File: config.mk
export PLATFORM = sky130hd
export DESIGN_NAME = pipelined_add_sub
export DESIGN_NICKNAME = d
export VERILOG_FILES = /design/src/rtl/pipelined_add_sub_pkg.sv /design/src/rtl/add_chunk.sv /design/src/rtl/pipelined_add_sub.sv
export SDC_FILE = /design/constraint.sdc
export NUM_CORES = 1
export LEC_CHECK = 0
export CORE_MARGIN = 2
export CORE_UTILIZATION = 25
export CTS_CLUSTER_SIZE = 8
export DETAILED_ROUTE_END_ITERATION = 10
export PLACE_DENSITY_LB_ADDON = 0.2
export RECOVER_POWER = 50
export SLEW_MARGIN = 20
export SYNTH_ARGS = -nofsm -noshare
export SYNTH_HDL_FRONTEND = slang
export SYNTH_SLANG_ARGS = --single-unit
File: constraint.sdc
create_clock -name clk -period 3.2 [get_ports clk]
set_clock_uncertainty 0.2 [all_clocks]
set_input_delay 0.32 -clock clk [delete_from_list [all_inputs] [get_ports clk]]
set_output_delay 0.32 -clock clk [all_outputs]
set_load 0.02 [all_outputs]
File: src/rtl/pipelined_add_sub_pkg.sv
// rtl/pipelined_add_sub_pkg.sv - shared defaults and chunk sizing for the pipelined adder/subtractor
package pipelined_add_sub_pkg;

  localparam int DEFAULT_WIDTH  = 16;
  localparam int DEFAULT_STAGES = 4;

  // Guarded so an illegal STAGES still elaborates far enough to hit the top-level check.
  function automatic int chunk_of(input int width, input int stages);
    return (stages < 1) ? width : width / stages;
  endfunction

endpackage

File: src/rtl/add_chunk.sv
// rtl/add_chunk.sv - combinational ripple-carry segment, also reports the carry into its MSB
module add_chunk
  import pipelined_add_sub_pkg::*;
#(
  parameter int CHUNK = 4
) (
  input  logic [CHUNK-1:0] a,
  input  logic [CHUNK-1:0] b,
  input  logic             cin,
  output logic [CHUNK-1:0] s,
  output logic             cout,
  output logic             c_msb
);

  always_comb begin
    logic c;
    s     = '0;
    c     = cin;
    c_msb = cin;
    for (int i = 0; i < CHUNK; i++) begin
      if (i == CHUNK - 1) c_msb = c;
      s[i] = a[i] ^ b[i] ^ c;
      c    = (a[i] & b[i]) | (c & (a[i] ^ b[i]));
    end
    cout = c;
  end

endmodule

File: src/rtl/pipelined_add_sub.sv
// rtl/pipelined_add_sub.sv - pipelined two's-complement adder/subtractor, one carry-chain chunk per stage
module pipelined_add_sub
  import pipelined_add_sub_pkg::*;
#(
  parameter int WIDTH  = DEFAULT_WIDTH,
  parameter int STAGES = DEFAULT_STAGES
) (
  input  logic             clk,
  input  logic             rst,
  input  logic             in_valid,
  output logic             in_ready,
  input  logic [WIDTH-1:0] a,
  input  logic [WIDTH-1:0] b,
  input  logic             sub,
  input  logic             cin,
  output logic             out_valid,
  input  logic             out_ready,
  output logic [WIDTH-1:0] sum,
  output logic             cout,
  output logic             ovf
);

  localparam int CHUNK = chunk_of(WIDTH, STAGES);

  if ((STAGES < 1) || (WIDTH % ((STAGES < 1) ? 1 : STAGES) != 0)) begin : g_param_check
    $error("pipelined_add_sub: WIDTH must be a multiple of STAGES and STAGES >= 1");
  end

  logic             en;
  logic [WIDTH-1:0] b_eff;
  logic             c0;

  assign en       = !out_valid || out_ready;
  assign in_ready = en;
  assign b_eff    = sub ? ~b : b;
  assign c0       = sub | cin;

  // Stage k consumes operand chunk k; untouched upper operand bits ride along (skew)
  // and finished lower result chunks accumulate in r_q (de-skew) until the last stage.
  for (genvar k = 0; k < STAGES; k++) begin : stage
    localparam int  REM  = WIDTH - k * CHUNK;
    localparam int  DONE = (k + 1) * CHUNK;
    localparam bit  LAST = (k == STAGES - 1);

    logic [REM-1:0]   a_in, b_in;
    logic             c_in, v_in, ld;
    logic [CHUNK-1:0] s;
    logic             co, cm;
    logic             v_q, c_q;
    logic [DONE-1:0]  r_q;

    // The output stage only loads on a real operation so invalid slots never disturb sum/cout/ovf.
    assign ld = en && (!LAST || v_in);

    add_chunk #(.CHUNK(CHUNK)) u_add (
      .a     (a_in[CHUNK-1:0]),
      .b     (b_in[CHUNK-1:0]),
      .cin   (c_in),
      .s     (s),
      .cout  (co),
      .c_msb (cm)
    );

    if (k == 0) begin : src
      assign a_in = a;
      assign b_in = b_eff;
      assign c_in = c0;
      assign v_in = in_valid;
      always_ff @(posedge clk or posedge rst) begin
        if (rst)     r_q <= '0;
        else if (ld) r_q <= s;
      end
    end else begin : src
      assign a_in = stage[k-1].fwd.a_q;
      assign b_in = stage[k-1].fwd.b_q;
      assign c_in = stage[k-1].c_q;
      assign v_in = stage[k-1].v_q;
      always_ff @(posedge clk or posedge rst) begin
        if (rst)     r_q <= '0;
        else if (ld) r_q <= {s, stage[k-1].r_q};
      end
    end

    always_ff @(posedge clk or posedge rst) begin
      if (rst)     v_q <= 1'b0;
      else if (en) v_q <= v_in;
    end

    always_ff @(posedge clk or posedge rst) begin
      if (rst)     c_q <= 1'b0;
      else if (ld) c_q <= co;
    end

    if (!LAST) begin : fwd
      logic [REM-CHUNK-1:0] a_q, b_q;
      logic                 unused_cm;
      assign unused_cm = cm;
      always_ff @(posedge clk or posedge rst) begin
        if (rst) begin
          a_q <= '0;
          b_q <= '0;
        end else if (en) begin
          a_q <= a_in[REM-1:CHUNK];
          b_q <= b_in[REM-1:CHUNK];
        end
      end
    end else begin : last
      logic o_q;
      always_ff @(posedge clk or posedge rst) begin
        if (rst)     o_q <= 1'b0;
        else if (ld) o_q <= cm ^ co;
      end
    end
  end

  assign out_valid = stage[STAGES-1].v_q;
  assign sum       = stage[STAGES-1].r_q;
  assign cout      = stage[STAGES-1].c_q;
  assign ovf       = stage[STAGES-1].last.o_q;

endmodule

==> results.cfg, run 1 <==
[clocking]
post_cts_resize_count = 0
clockRootBuffer = clkbuf_16
cts_tree = built
cts_made_buffers = 9
numClockSinks = 97
post_cts_buffers = 0
clk_path_buf_depth = 2
clkTransAtPathRegs_ns = 0.07
h-tree-depth = 3
cts_hold_buffers = 0
clock_latency_ns = 0.34

[sta]
finalHoldViolations = 0
setup_viol_count_final = 0
rsz0062_at_grt = false
worstMarginPinSlew_ns = 1.15
timing.final.crit_share_pct = 88.8
slew_violations = 0
fmax_mhz = 352
min_period_ns = 2.84
relSlewSlack_pct = 22.7

[finish]
syn_to_final_growth_pct = 26.0
layoutNonFillerInstCount = 587
antenna_cells = 0
stdcell_area_mm2 = 0.00525
fin_util_pct = 32.0
fillers = 1650
drive_gt1_share_pct = 23.2
fin_nets = 416

[run]
maxCapViolations = 0

[floorplan]
start_util_pct = 25.4
dieArea_mm2 = 0.0177
num_rows = 47
die_y_um = 133
die_x_um = 133
coreArea_mm2 = 0.0164
io_pins = 58

[routing]
via_per_inst = 3.90
wl_per_cell_um = 12.7
drcViolationCount = 0
postRouteAntennaNets = 0
routed_wl_um = 7440
drt-initial-drc-count = 97
vias = 2292
first_pass_iters = 4

[worst_hold_path]
hp-class = register to register
holdPathStages = 2
min_to = stage[2].fwd.a_q[3]
holdCritStartpoint = stage[1].fwd.a_q[7]

[global_routing]
grt_pass1_wl_um = 12700
grt_max_degree = 72
antenna_found_initial = 0
track_usage_pct = 9.22
grt_pass1_vias = 2446
grt-ovfl-total = 0

[setup_path]
crit_top_cell = fa_1
crit_chain = clkdlybuf4s50_1 -> xnor2_1 -> fa_1 -> inv_1 -> fa_1 -> inv_1 -> fa_1 -> inv_1 -> fa_1 -> mux2_2
r2r-end = ovf
cp.required_ns = 3.22
critPathSlowestCell = clkdlybuf4s50_1
crit_path_max_fanout = 3
r2r_start = stage[2].c_q
reg2reg_slack_ns = 0.72
setup.worst_path.class = input pin to register
reg2regPathDepth = 9
worst_setup_path_start_kind = input pin
endpoint_kind = register
worstPathArrival_ns = 2.86
max_stage_delay_ns = 0.63

[yosys]
synth_cell_type_count = 19
synth_top_area_cell = dfrtp_1
synthesis.area_mm2 = 0.00416
yosysSeqAreaShare_pct = 58.3
synth_cells = 306
synth_top_area_share_pct = 58.3
ys_ff_latch = 97
syn_nets = 360
syn_area_per_cell_um2 = 13.6
yosysWarnings = 0
synth_area_leaders = dfrtp_1, mux2_2, fa_1, mux2_4, xnor2_1

[pwr]
p_leak_nw = 2.23
power-per-cell-area_mw_per_mm2 = 957
vdd_ir_drop_max_mv = 0.277

[placement]
dpl.hpwl_um = 5200
post_dp_cell_area_mm2 = 0.00498
port_buffers = 57
place_inst = 571
gp_congestion = 0.680

[status]
outcome = completed
## cells by family after synthesis
| kind of cell | share of synthesized area [%] |
|---|---|
| AO/OA/AOI/OAI | 4.15 |
| XOR/XNOR | 3.58 |
| adder cells (fa/ha/maj) | 7.69 |
| buffers and inverters | 4.84 |
| flip-flops | 58.3 |
| multiplexers | 18.1 |
| AND/OR/NAND/NOR | 3.37 |
## flip-flops by register name (all words and copies together), names as in the netlist
name / cells
stage.v_q: 3
cout: 1
stage.r_q: 24
stage.fwd.a_q: 24
out_valid: 1
sum: 16
stage.fwd.b_q: 24
ovf: 1
stage.c_q: 3
## layer usage
layer  GRT usage, %  part of all wire, %  up-vias
met5              0                    0        -
met4           4.48                  1.8        0
met3           2.45                  4.3       10
met2           13.8                   46       34
met1           12.4                   48     1142
li1               -                    -     1106
## where the power goes
group / internal, mW / switching (mW)
Clock: 0.607 / 0.457
Combinational: 1.02 / 0.849
Sequential: 1.78 / 0.303
Total: 3.41 / 1.61
## cell usage after synthesis
cell type	instances
a21oi_1	20
a31oi_1	2
buf_2	11
buf_4	2
buf_6	2
clkbuf_1	1
dfrtp_1	97
fa_1	16
inv_1	28
mux2_2	54
mux2_4	9
mux2i_1	1
nand2_1	12
nand2_4	1
nand2b_1	2
nor2_1	19
o21ai_0	12
xnor2_1	13
xor2_1	4
## through the flow
| step | TNS [ns] | hold WS, ns | setup slack (ns) | power (mW) |
|---|---|---|---|---|
| 6_report | 0 | 0.278 | 0.360 | 5.02 |
| 3_5_place_dp | -0.0211 | 0.267 | -0.0211 | 4.04 |
| 5_1_grt | 0 | 0.308 | 0.239 | 5.41 |
| 2_1_floorplan | 0 | 0.237 | 0.146 | 3.38 |
| 3_3_place_gp | 0 | 0.270 | 0.00947 | 4.00 |
| 4_1_cts | 0 | 0.112 | 0.343 | 5.14 |
## cell type report
cell class	instances	area [um^2]	area share (%)
flip-flops and latches	97	2430	46.3
multi-input cells	165	1540	29.4
repair buffers	61	598	11.4
well taps	220	275	5.25
clock buffers	10	229	4.36
inverters	28	106	2.03
clock inverters	6	68.8	1.31
## layout by cell type, fill, tap and decap left out, drive strengths merged
cell type / Yosys / final
nand2b: 2 / 2
nor2: 19 / 19
clkinv: 0 / 1
mux2: 63 / 63
mux2i: 1 / 1
xor2: 4 / 4
buf: 15 / 2
clkdlybuf4s50: 0 / 55
bufinv: 0 / 1
xnor2: 13 / 13
nand2: 13 / 13
o21ai: 12 / 12
dfrtp: 97 / 97
clkbuf: 1 / 12
clkinvlp: 0 / 5
fa: 16 / 16
dlygate4sd3: 0 / 2
a21oi: 20 / 20
inv: 28 / 27
a31oi: 2 / 2
## critical path: cells and delay by family
family                   cells  cell delay, ns
adder cells (fa/ha/maj)      4            1.30
buffers and inverters        4            0.82
multiplexers                 1            0.27
XOR/XNOR                     1            0.15
## worst max-delay path by stage
stage / startpoint / to / slack [ns] / depth (start not counted)
after global placement: sub / stage[0].r_q[3] / 0.009 / 9
after CTS: sub / stage[0].r_q[3] / 0.34 / 9
after detailed placement: sub / stage[0].r_q[3] / -0.02 / 9
final: sub / stage[0].r_q[3] / 0.36 / 10
after floorplan: rst / cout / 0.15 / 1
after global routing: sub / stage[0].r_q[3] / 0.24 / 9
Note: power is estimated with default switching activity, not from simulation.
==> inputs of run 2 (changes only) <==
--- a/config.mk
+++ b/config.mk
@@ -11,6 +11,7 @@
 export DETAILED_ROUTE_END_ITERATION = 10
 export PLACE_DENSITY_LB_ADDON = 0.2
 export RECOVER_POWER = 50
+export REMOVE_ABC_BUFFERS = 1
 export SLEW_MARGIN = 20
 export SYNTH_ARGS = -nofsm -noshare
 export SYNTH_HDL_FRONTEND = slang
==> run 2 against run 1 <==
The run now ends with max-capacitance violations, max-slew violations left. Sequential share of layout area decreased by 0.74 points. Final cell count unchanged. Critical path depth is the same. Total power grew 2.5%. First-iteration DRC count is 2.1% higher. Sequential power about the same. Final area increased by 1.6%. Critical path type unchanged. Critical endpoint unchanged.
==> results.cfg, run 2 (synthesized netlist as in run 1, its figures left out) <==
[finish]
multi_input_comb_area_mm2 = 0.00154
fin_nets = 417
biggestRegsByFlops = stage.fwd.a_q x24, stage.fwd.b_q x24, stage.r_q x24
seqCellArea_mm2 = 0.00243
fin_util_pct = 32.5
final_cell_mix = dfrtp_1, clkdlybuf4s50_1, mux2_2, inv_1, a21oi_1
syn_to_final_growth_pct = 28.1
fillers = 1647
mostFrequentLayoutCell = dfrtp_1
drive_gt1_share_pct = 23.0

[routing]
drcViolationCount = 0
wl_per_cell_um = 12.8
vias = 2321
via_per_inst = 3.95
postRouteAntennaNets = 0
first_pass_iters = 4
drt-initial-drc-count = 99
routed_wl_um = 7510

[sta]
relSlewSlack_pct = -30.2
setup_viol_count_final = 0
setup_tns_ns = 0
finalHoldViolations = 0
rsz0062_at_grt = false
fin_ws_ns = 0.411
timing.final.crit_share_pct = 87.1
min_period_ns = 2.79
fmax_mhz = 359
worstMarginPinSlew_ns = 1.94
slew_violations = 42

[pwr]
p_leak_nw = 2.28
pwr-share-comb_pct = 36.0
seq_power_share_pct = 40.2
p_clk_share_pct = 23.8
vdd_ir_drop_max_mv = 0.288
switching_share_pct = 30.4
p_int_mw = 3.58
p_switching_mw = 1.57
power-per-cell-area_mw_per_mm2 = 965

[run]
maxCapViolations = 1

[clocking]
numClockSinks = 97
h-tree-depth = 3
clk_path_buf_depth = 2
cts_made_buffers = 9
clockRootBuffer = clkbuf_16
clkTransAtPathRegs_ns = 0.06
post_cts_resize_count = 0
post_cts_buffers = 0
cts_tree = built
clock_latency_ns = 0.34
cts_hold_buffers = 0

[worst_hold_path]
holdCritStartpoint = stage[0].fwd.b_q[7]
holdPathStages = 2
min_to = stage[1].fwd.b_q[3]
hp-class = register to register

[global_routing]
grt-ovfl-total = 0
track_usage_pct = 9.53
grt_pass1_wl_um = 12800
grt_max_degree = 57
grt_pass1_vias = 2471
antenna_found_initial = 1

[floorplan]
die_x_um = 133
die_y_um = 133
io_pins = 58
num_rows = 47
coreArea_mm2 = 0.0164
dieArea_mm2 = 0.0177
start_util_pct = 25.4

[setup_path]
reg2reg_slack_ns = 0.68
reg2regPathDepth = 9
endpoint_kind = register
worst_setup_path_start_kind = input pin
cp.required_ns = 3.23
r2r_start = stage[2].c_q
max_stage_delay_ns = 0.58
critPathSlowestCell = clkdlybuf4s50_1
crit_chain = clkdlybuf4s50_1 -> xnor2_1 -> fa_1 -> inv_1 -> fa_1 -> inv_1 -> fa_1 -> inv_1 -> fa_1 -> mux2_2
crit_top_cell = fa_1
setup.worst_path.class = input pin to register
crit_path_max_fanout = 3
worstPathArrival_ns = 2.81
r2r-end = ovf

[placement]
port_buffers = 57
preCtsSetupSlack_ns = 0.0367
gp_congestion = 0.689
dpl.hpwl_um = 4960

[status]
violations = max-capacitance violations, max-slew violations
outcome = finished, violations left
[run 2: per-layer routing]
metal	track usage [%]	vias to the layer above	share of wire (%)
li1	-	1113	-
met1	12.4	1156	47
met2	14.1	39	46
met3	3.14	13	5.3
met4	5.20	0	2.2
met5	0	-	0
[run 2: worst max-delay path, delay by kind of cell]
kind | cells | cell delay [ns]
buf+inv | 4 | 0.78
fa+ha+maj | 4 | 1.31
mux | 1 | 0.28
xor+xnor | 1 | 0.13
[run 2: final cells by class]
class,instances,area share [%]
diodes,1,0.0469
inverters,28,1.99
well taps,220,5.16
multi-input cells,165,28.9
clock inverters,3,1.69
repair buffers,62,12.1
flip-flops and latches,97,45.5
clock buffers,11,4.55
[run 2: worst max-delay path by stage]
stage,slack (ns),start,end,depth (start not counted)
after CTS,0.39,sub,stage[0].r_q[3],10
after detailed placement,0.04,sub,stage[0].r_q[3],10
after global routing,0.33,sub,stage[0].r_q[3],10
after floorplan,-0.86,out_valid,ovf,3
final,0.41,sub,stage[0].r_q[3],10
after global placement,0.07,sub,stage[0].r_q[3],10
[run 2: power by group through the flow]
| stage | Sequential, mW | Combinational, mW | Clock (mW) |
|---|---|---|---|
| final | 2.07 | 1.85 | 1.23 |
| after detailed placement | 2.11 | 1.89 | 0 |
| after global placement | 2.09 | 1.85 | 0 |
| after global routing | 2.15 | 2.08 | 1.32 |
| after CTS | 2.08 | 1.91 | 1.28 |
| after floorplan | 2.18 | 1.20 | 0 |
[run 2: per-stage QoR]
| step | std cells | total power [mW] | hold WS [ns] | cell area, um^2 |
|---|---|---|---|---|
| floorplan | 290 | 3.38 | 0.237 | 4070 |
| global route | 586 | 5.56 | 0.319 | 5330 |
| CTS | 586 | 5.27 | 0.196 | 5330 |
| global placement | 572 | 3.94 | 0.264 | 5000 |
| finish | 587 | 5.15 | 0.277 | 5330 |
| detailed placement | 572 | 4.00 | 0.269 | 5000 |
==> inputs of run 3 (changes only) <==
--- a/config.mk
+++ b/config.mk
@@ -6,7 +6,7 @@
 export NUM_CORES = 1
 export LEC_CHECK = 0
 export CORE_MARGIN = 2
-export CORE_UTILIZATION = 25
+export CORE_UTILIZATION = 54
 export CTS_CLUSTER_SIZE = 8
 export DETAILED_ROUTE_END_ITERATION = 10
 export PLACE_DENSITY_LB_ADDON = 0.2
==> constraint.sdc (replaced) <==
create_clock -name clk -period 3 [get_ports clk]
set_clock_uncertainty 0.2 [all_clocks]
set_input_delay 0.3 -clock clk [delete_from_list [all_inputs] [get_ports clk]]
set_output_delay 0.3 -clock clk [all_outputs]
set_load 0.02 [all_outputs]
==> run 3 against run 2 <==
The run still ends with max-capacitance violations, max-slew violations left. Utilization grew 34 points. Via count rose by 0.86%. Final cell count decreased by 20%. Critical endpoint unchanged.
==> results.cfg, run 3 (synthesized netlist as in run 1, its figures left out) <==
[clocking]
numClockSinks = 97
clkTransAtPathRegs_ns = 0.08
clk_path_buf_depth = 2
post_cts_resize_count = 0
post_cts_buffers = 0
clockRootBuffer = clkbuf_8
clock_latency_ns = 0.35
cts_hold_buffers = 0
cts_tree = built
cts_made_buffers = 9
h-tree-depth = 3

[pwr]
p_leak_nw = 2.21
vdd_ir_drop_max_mv = 0.371
power-per-cell-area_mw_per_mm2 = 1010
finalPower_mw = 5.08

[floorplan]
coreArea_mm2 = 0.00761
die_x_um = 91.8
die_y_um = 91.8
io_pins = 58
num_rows = 32
start_util_pct = 54.7
dieArea_mm2 = 0.00843

[sta]
holdWs_ns = 0.289
timing.final.crit_share_pct = 92.0
setup_viol_count_final = 0
relSlewSlack_pct = -24.7
min_period_ns = 2.76
finalHoldViolations = 0
slew_violations = 43
worstMarginPinSlew_ns = 1.86
rsz0062_at_grt = false
fmax_mhz = 362

[status]
violations = max-capacitance violations, max-slew violations
outcome = finished, violations left

[setup_path]
crit_path_max_fanout = 3
setup.worst_path.class = input pin to register
worstPathArrival_ns = 2.80
crit_top_cell = fa_1
worst_setup_path_start_kind = input pin
critical-path-top-delay-family = adder cells
critPathBufInv = 4
crit_chain = clkdlybuf4s50_1 -> xnor2_1 -> fa_1 -> inv_1 -> fa_1 -> inv_1 -> fa_1 -> inv_1 -> fa_1 -> mux2_2
critPathSlowestCell = clkdlybuf4s50_1
endpoint_kind = register
cp.required_ns = 3.04
max_stage_delay_ns = 0.61

[placement]
port_buffers = 57
place_inst = 455
dpl.hpwl_um = 4430
post_dp_cell_area_mm2 = 0.00483
gp_congestion = 0.711

[finish]
final_cell_mix = dfrtp_1, clkdlybuf4s50_1, mux2_2, inv_1, a21oi_1
biggestRegsByFlops = stage.fwd.a_q x24, stage.fwd.b_q x24, stage.r_q x24
drive_gt1_share_pct = 22.5
stdcell_area_mm2 = 0.00504
layoutNonFillerInstCount = 471
fin_util_pct = 66.3
fillers = 592
fin_nets = 418
mostFrequentLayoutCell = dfrtp_1
syn_to_final_growth_pct = 21.1
antenna_cells = 0

[routing]
via_per_inst = 4.97
routed_wl_um = 6490
first_pass_iters = 4
postRouteAntennaNets = 0
drt-initial-drc-count = 65
wl_per_cell_um = 13.8
drcViolationCount = 0
vias = 2341

[global_routing]
antenna_found_initial = 0
track_usage_pct = 16.9
grt-ovfl-total = 0
grt_pass1_vias = 2391
grt_max_degree = 56
grt_pass1_wl_um = 11000

[run]
maxCapViolations = 1

[worst_hold_path]
hp-class = register to register
==> run 3: changes by cell type in the layout (fill, tap and decap cells not counted) <==
cell | before | now
bufinv_16 | 3 | 2
buf_12 | 3 | 1
clkbuf_8 | 1 | 11
nand2b_4 | 1 | 0
diode_2 | 1 | 0
buf_4 | 2 | 3
clkbuf_1 | 1 | 4
nand2b_1 | 1 | 2
clkbuf_2 | 0 | 1
clkbuf_16 | 9 | 0
==> run 3: where the power goes <==
group          switching [mW]  total, mW  internal [mW]
Combinational           0.883       1.95           1.07
Sequential              0.302       2.20           1.90
Clock                   0.411      0.928          0.517
Total                    1.60       5.08           3.48
==> run 3: path summary, 6_finish.rpt <==
| path | start | endpoint | slack (ns) | cells past startpoint |
|---|---|---|---|---|
| max | sub | stage[0].r_q[3] | 0.24 | 10 |
| min | stage[0].fwd.a_q[7] | stage[1].fwd.a_q[3] | 0.29 | 2 |
| max reg2reg | out_valid | stage[1].fwd.a_q[2] | 0.43 | 3 |
| min reg2reg | stage[0].fwd.a_q[7] | stage[1].fwd.a_q[3] | 0.29 | 2 |
| max in group asynchronous | rst | stage[1].r_q[7] | 0.97 | 3 |
| min in group asynchronous | rst | stage[1].v_q | 0.67 | 2 |
==> run 3: area by class of cell <==
type / count / area, um^2 / share of cell area [%]
flip-flops and latches: 97 / 2430 / 48.2
inverters: 28 / 106 / 2.11
clock buffers: 14 / 163 / 3.23
well taps: 102 / 128 / 2.53
repair buffers: 63 / 622 / 12.3
multi-input cells: 165 / 1540 / 30.5
clock inverters: 2 / 60.1 / 1.19
==> run 3: tightest hold or removal path, stage by stage, from the launching register on <==
cell and delay [ns]:
dfrtp_1 0.35, nand2_1 0.05, o21ai_0 0.06
==> run 3: through the flow <==
step | worst slack, ns | setup TNS [ns]
floorplan | -1.06 | -61.88
global placement | -0.152 | -0.152
detailed placement | -0.160 | -0.160
CTS | 0.215 | 0
global route | 0.137 | 0
finish | 0.239 | 0
==> run 3: layer usage <==
metal | up-vias | GRT usage [%] | part of all wire [%]
met4 | 0 | 6.97 | 1.7
met2 | 37 | 27.5 | 50
met3 | 11 | 3.53 | 3.5
met1 | 1190 | 22.2 | 45
li1 | 1103 | - | -
met5 | - | 0 | 0
